## src/rtl/fetch_queue_pkg.sv

```systemverilog
// Shared pipeline types: the fetch-to-dispatch packet and the queue sizing macros.
`ifndef FETCH_QUEUE_PKG_SV
`define FETCH_QUEUE_PKG_SV

`define N_WAY    3
`define FQ_DEPTH 8

package fetch_queue_pkg;

  localparam int N_WAY    = `N_WAY;
  localparam int FQ_DEPTH = `FQ_DEPTH;

  typedef struct packed {
    logic        valid;
    logic [31:0] inst;
    logic [31:0] pc;
    logic [31:0] npc;
  } FETCH_DISPATCH_PACKET;

endpackage

`endif

```

## src/rtl/fetch_queue.sv

```systemverilog
// Circular instruction buffer between fetch and the dispatch decoders.
// First-word fall-through outputs; flush and reset empty the queue.
module fetch_queue
  import fetch_queue_pkg::*;
#(
  parameter int DEPTH = `FQ_DEPTH,
  parameter int WAYS  = `N_WAY
) (
  input  logic                               clock,
  input  logic                               reset,
  input  logic                               flush,
  input  FETCH_DISPATCH_PACKET [WAYS-1:0]    fetch_packet_in,
  input  logic [$clog2(WAYS+1)-1:0]          dispatch_num,
  output logic                               fq_ready,
  output FETCH_DISPATCH_PACKET [WAYS-1:0]    fetch_packet_out,
  output logic [$clog2(DEPTH+1)-1:0]         fq_count
);

  localparam int PW = $clog2(DEPTH);
  localparam int CW = $clog2(DEPTH + 1);

  FETCH_DISPATCH_PACKET entries [DEPTH];
  logic [PW-1:0]        head;
  logic [PW-1:0]        tail;
  logic [CW-1:0]        count;
  logic [CW-1:0]        lead;
  logic                 run;
  logic [CW-1:0]        enq_num;
  logic [CW-1:0]        deq_num;

  // DEPTH is a power of two, so modulo is plain truncation to PW bits.
  function automatic logic [PW-1:0] wrap_idx(input logic [PW-1:0] ptr,
                                             input logic [PW-1:0] off);
    return ptr + off;
  endfunction

  // Only the leading run of valid lanes counts; anything after a gap is ignored.
  always_comb begin
    lead = '0;
    run  = 1'b1;
    for (int i = 0; i < WAYS; i++) begin
      if (run && fetch_packet_in[i].valid) lead = lead + CW'(1);
      else                                 run  = 1'b0;
    end
  end

  assign fq_ready = (CW'(DEPTH) - count) >= CW'(WAYS);
  assign enq_num  = fq_ready ? lead : '0;
  assign deq_num  = (CW'(dispatch_num) > count) ? count : CW'(dispatch_num);
  assign fq_count = count;

  always_ff @(posedge clock) begin
    if (!reset) begin
      head  <= '0;
      tail  <= '0;
      count <= '0;
      for (int i = 0; i < DEPTH; i++) entries[i] <= '0;
    end else if (flush) begin
      head  <= '0;
      tail  <= '0;
      count <= '0;
    end else begin
      for (int i = 0; i < WAYS; i++) begin
        if (CW'(i) < enq_num) entries[wrap_idx(tail, PW'(i))] <= fetch_packet_in[i];
      end
      tail  <= wrap_idx(tail, PW'(enq_num));
      head  <= wrap_idx(head, PW'(deq_num));
      count <= count + enq_num - deq_num;
    end
  end

  // Lanes past the occupancy read as all-zero so the decoders see a noop.
  always_comb begin
    for (int i = 0; i < WAYS; i++) begin
      fetch_packet_out[i] = '0;
      if (CW'(i) < count) begin
        fetch_packet_out[i]       = entries[wrap_idx(head, PW'(i))];
        fetch_packet_out[i].valid = 1'b1;
      end
    end
  end

endmodule

```

## config.mk

```make
export PLATFORM = sky130hd
export DESIGN_NAME = fetch_queue
export DESIGN_NICKNAME = d
export VERILOG_FILES = /design/src/rtl/fetch_queue_pkg.sv /design/src/rtl/fetch_queue.sv
export SDC_FILE = /design/constraint.sdc
export NUM_CORES = 2
export LEC_CHECK = 0
export CAP_MARGIN = 15
export CORE_MARGIN = 2
export CORE_UTILIZATION = 53
export CTS_CLUSTER_SIZE = 40
export DETAILED_ROUTE_END_ITERATION = 8
export PLACE_DENSITY = 0.71
export SYNTH_ARGS = -nofsm -noshare
export SYNTH_HDL_FRONTEND = slang
export SYNTH_SLANG_ARGS = --single-unit
```

## constraint.sdc

```tcl
create_clock -name clock -period 9.2 [get_ports clock]
set_input_delay 1.38 -clock clock [delete_from_list [all_inputs] [get_ports clock]]
set_output_delay 1.38 -clock clock [all_outputs]
set_load 0.03 [all_outputs]
```

# After elaboration in Yosys (flattened, before gate mapping)
# Memory sizes are Yosys's and may differ from the RTL's. A register that Yosys moved wholly into a read port is not among the register bits.
# Index checks and enable logic that the tools add are counted.
# W data, S select, Z words.
[op_classes] add_sub_neg=11 order_cmp=8 n_mux=33 n_bitwise=1 n_reduce_logical=6
[ops] op="$mux W97" n=6
[ops] op="$reduce_or A97 Y1" n=3
[ops] op="$mux W1" n=19
[ops] op="$lt A1 B4 Y1 const A" n=4
[ops] op="$mux W3" n=4
[ops] op="$mux W4" n=3
[ops] op="$lt A2 B4 Y1 const A" n=2
[ops] op="$add A3 B1 Y3 const B" n=2
[ops] op="$add A3 B2 Y3 const B" n=2
[ops] op="$add A3 B3 Y3" n=2
[ops] op="$add A4 B1 Y4 const B" n=1
[ops] op="$add A4 B4 Y4" n=1
[ops] op="$ge A4 B2 Y1 const B" n=1
[ops] op="$gt A2 B4 Y1" n=1
[ops] op="$sub A4 B4 Y4" n=1
[ops] op="$sub A4 B4 Y4 const A" n=1
[ops] op="$add A1 B1 Y2 const B" n=1
[ops] op="$logic_and A1 B1 Y1" n=2
[ops] op="$mux W2" n=1
[ops] op="$reduce_or A2 Y1" n=1
[ops] op="$not A1 Y1" n=1
[totals] reg_bits=10 mem_bits_rw=776 in_bits=296 out_inout_bits=296 wordCells=63 n_memories=1
[memory_table] name="entries" words=8 word_bits=97 rd=3 rd_ports_with_merged_regs=1 write_ports=8 line_no="fetch_queue.sv:22" source="FETCH_DISPATCH_PACKET entries [DEPTH];"

# Logic depth before layout (Yosys ltp)
[logic_depth] word_depth=13 ltp_mapped=13 mapped_depth_nobuf=12

# Worst setup path before layout
# OpenSTA, ideal clock, no wires.
[synth_timing] path_kind="input to register" startpoint="input port fetch_packet_in[96] (netlist bit)" endpoint="memory entries[3][0] (netlist bit), enable pin" setup_time_ns=1.407 arrival_time_ns=6.145 t_required_ns=7.793 setup_slack_ns=1.648 stages=12 path_buffers=6 path_cell_list="buf_2 -> and2_1 -> buf_4 -> ha_1 -> or3b_1 -> clkbuf_1 -> and2_1 -> buf_2 -> nand3_4 -> buf_12 -> buf_12 -> o2111ai_1"
[synth_rtl] element="from (decl)" line_no="fetch_queue.sv:12" source="input FETCH_DISPATCH_PACKET [WAYS-1:0] fetch_packet_in,"
[synth_rtl] element="to (decl)" line_no="fetch_queue.sv:22"

==> flow_summary.yaml <==
worst_setup_path:
  end_kind: "primary output"
  worstPathRequired_ns: 7.82
  crit_fanout: 64
  cp.arrival_ns: 5.31
  cp-start-kind: "flop"
  critPathKind: "reg2out"
hold_path:
  holdCritPathClass: "reg2reg"
detailed_routing:
  first_pass_iters: 7
  vias: 52270
  drc: 0
  drtIter0Drc: 8821
  detail_route.vias_per_cell: 7.824
  final_antenna_net_count: 0
  drt-total-wl_mm: 234.2
  avgRoutedWirePerCell_um: 35.05
finish:
  fill_cells: 9012
  multi_input_area_um2: 35420
  final_area_um2: 70500
  final_nets: 5374
  drive_above_1_share_pct: 30.48
  syn_to_final_growth_pct: 14.42
  regArea_um2: 23280
clock_tree:
  cts_buffers: 90
  cts-root-buf: "clkbuf_16"
  cts_setup_buffers: 0
  cts_tree: "done"
  cts_buffer_depth: 3
  cts_sinks: 778
  clkTransAtPathRegs_ns: 0.05
  postCtsHoldBufs: 0
  clk_latency_ns: 0.69
  cts_resized: 0
  htreeDepth: 3
grt:
  grt_overflow: 0
  grtUsageTotal_pct: 38.54
  use_met3_pct: 11.73
  grt_pass1_vias: 51520
  globalRouteMet1Util_pct: 49.45
  antenna_found_initial: 30
  grt_max_degree: 201
  grt-busiest-layer: "met2"
  grt_pass1_wl_mm: 340.2
  grt_use_met2_pct: 57.18
power_and_ir_drop:
  p_per_area_nw_per_um2: 203.4
  p_leak_nw: 23.04
  p_comb_share_pct: 44.0
  switchingPower_w: 0.005483
  switching_share_pct: 38.24
  power_frac_clock_pct: 25.9
  sequentialPowerShare_pct: 30.1
  ir_drop_mv: 0.2586
  intPower_w: 0.008857
synthesis:
  synth_top_area_share_pct: 37.43
  synthesis.area_um2: 61610
  async_reset_ff_share_pct: 0
  ys.flop_type: "edfxtp_1"
  synth_warnings: 0
  synth_top_area_cell: "edfxtp_1"
  synth_common_cells: "768 x edfxtp_1, 768 x o22ai_1, 570 x mux2_2"
  ys_seq_area_share_pct: 37.76
  synth_edf_count: 768
  ys_top_cells_by_area: "edfxtp_1 37%, mux4_2 21%, mux2_2 10%"
  syn_nets: 5206
  synth_cells: 4894
  syn_avg_cell_area_um2: 12.59
  synth.distinct_cells: 57
  synth_seq_cells: 778
timing:
  relSlewSlack_pct: 12.03
  final.setup.tns_ns: 0
  fin_ws_ns: 2.509
  setup_viol: 0
  skew_ns: 0.02916
  max_freq_mhz: 149.5
  final_max_slew_viol_count: 0
  finalCritPeriodShare_pct: 72.73
  worst_hold_slack_ns: 0.8169
  rsz0062_at_grt: "false"
  period_minus_slack_ns: 6.691
  finalHoldViolCount: 0
  tightest_slew_ns: 1.320
floorplan:
  die_width_um: 344.9
  ios: 592
  initial_core_util_pct: 53.23
  coreArea_um2: 115700
  die-area_um2: 119000
  rows: 125
  dieHeight_um: 344.9
placed_design:
  gp_congestion: 0.8795
  dpl_cell_area_um2: 67470
  dpl_worst_slack_ns: 2.179
  dp_hpwl_mm: 133.1
  io_buffers: 591
run:
  cap_viol_max_count: 0
run_status:
  status: "completed"
[power by group through the flow]
stage	sequential, W	clock [W]	combinational (W)
global route	0.00433	0.00384	0.00657
finish	0.00431	0.00372	0.00631
global placement	0.00436	0	0.00615
floorplan	0.00429	0	0.00413
detailed placement	0.00438	0	0.00620
CTS	0.00431	0.00370	0.00623
[cells in the final DEF, fill, tap and decap left out, types with 93 or more instances in the layout]
cell	n
nor2_1	194
mux4_2	561
o22ai_1	768
clkbuf_16	93
nand2_1	297
mux2_4	176
nand2b_1	101
mux2i_1	202
a21oi_1	103
mux2_2	570
nand4_1	392
edfxtp_1	768
clkdlybuf4s50_1	591
[final timing paths]
path              depth (start not counted)                  endpoint  slack, ns                    from
setup reg to reg                          7  entries[1][49]$_DFFE_PP_       4.18      tail[0]$_SDFF_PP0_
hold / removal                            3    fq_count[3]$_SDFF_PP0_       0.82  fq_count[3]$_SDFF_PP0_
setup / recovery                          7      fetch_packet_out[58]       2.51      head[0]$_SDFF_PP0_
hold reg to reg                           3    fq_count[3]$_SDFF_PP0_       0.82  fq_count[3]$_SDFF_PP0_
[state kept, by name, indices dropped and copies added (netlist names)]
name,flops
fq_count,4
head,3
entries,768
tail,3
[critical path: stages (launching register included)]
cell             delay [ns]
dfxtp_4                0.73
buf_4                  0.83
buf_4                  0.90
mux2i_1                0.21
mux2_2                 0.30
or2_2                  0.27
a21oi_1                0.42
clkdlybuf4s50_1        0.79
[stage by stage]
stage	std cells	total power, W	utilization, %
global placement	6493	0.01052	58.30
global route	6675	0.01475	60.90
floorplan	4894	0.008418	-
finish	6681	0.01434	60.91
detailed placement	6493	0.01058	58.30
CTS	6651	0.01424	60.82
[metal layers]
layer,vias up,wire length [µm]
li1,20660,-
met1,25550,78400
met2,5068,104100
met3,990,36340
met4,6,15280
met5,-,33
[logic make-up (layout without fill, tap and decap cells)]
logic type      Yosys count  in the layout  share of synthesized area, %
flops                   778            778                         37.76
buf+inv                 622            856                         5.110
other cells               0             29                             0
xor+xnor                  9              9                        0.1279
fa+ha+maj                16             16                        0.3737
mux                    1537           1537                         39.01
compound gates          881            881                         8.755
simple gates           1051           1051                         8.867
[cell type report]
type / instances / area share, %
multi-input cells: 3494 / 50.24
flip-flops and latches: 778 / 33.02
repair buffers: 687 / 9.726
clock buffers: 115 / 3.418
well taps: 1524 / 2.705
clock inverters: 43 / 0.7312
diodes: 29 / 0.1029
inverters: 11 / 0.05857
(Power assumes the default switching activity.)
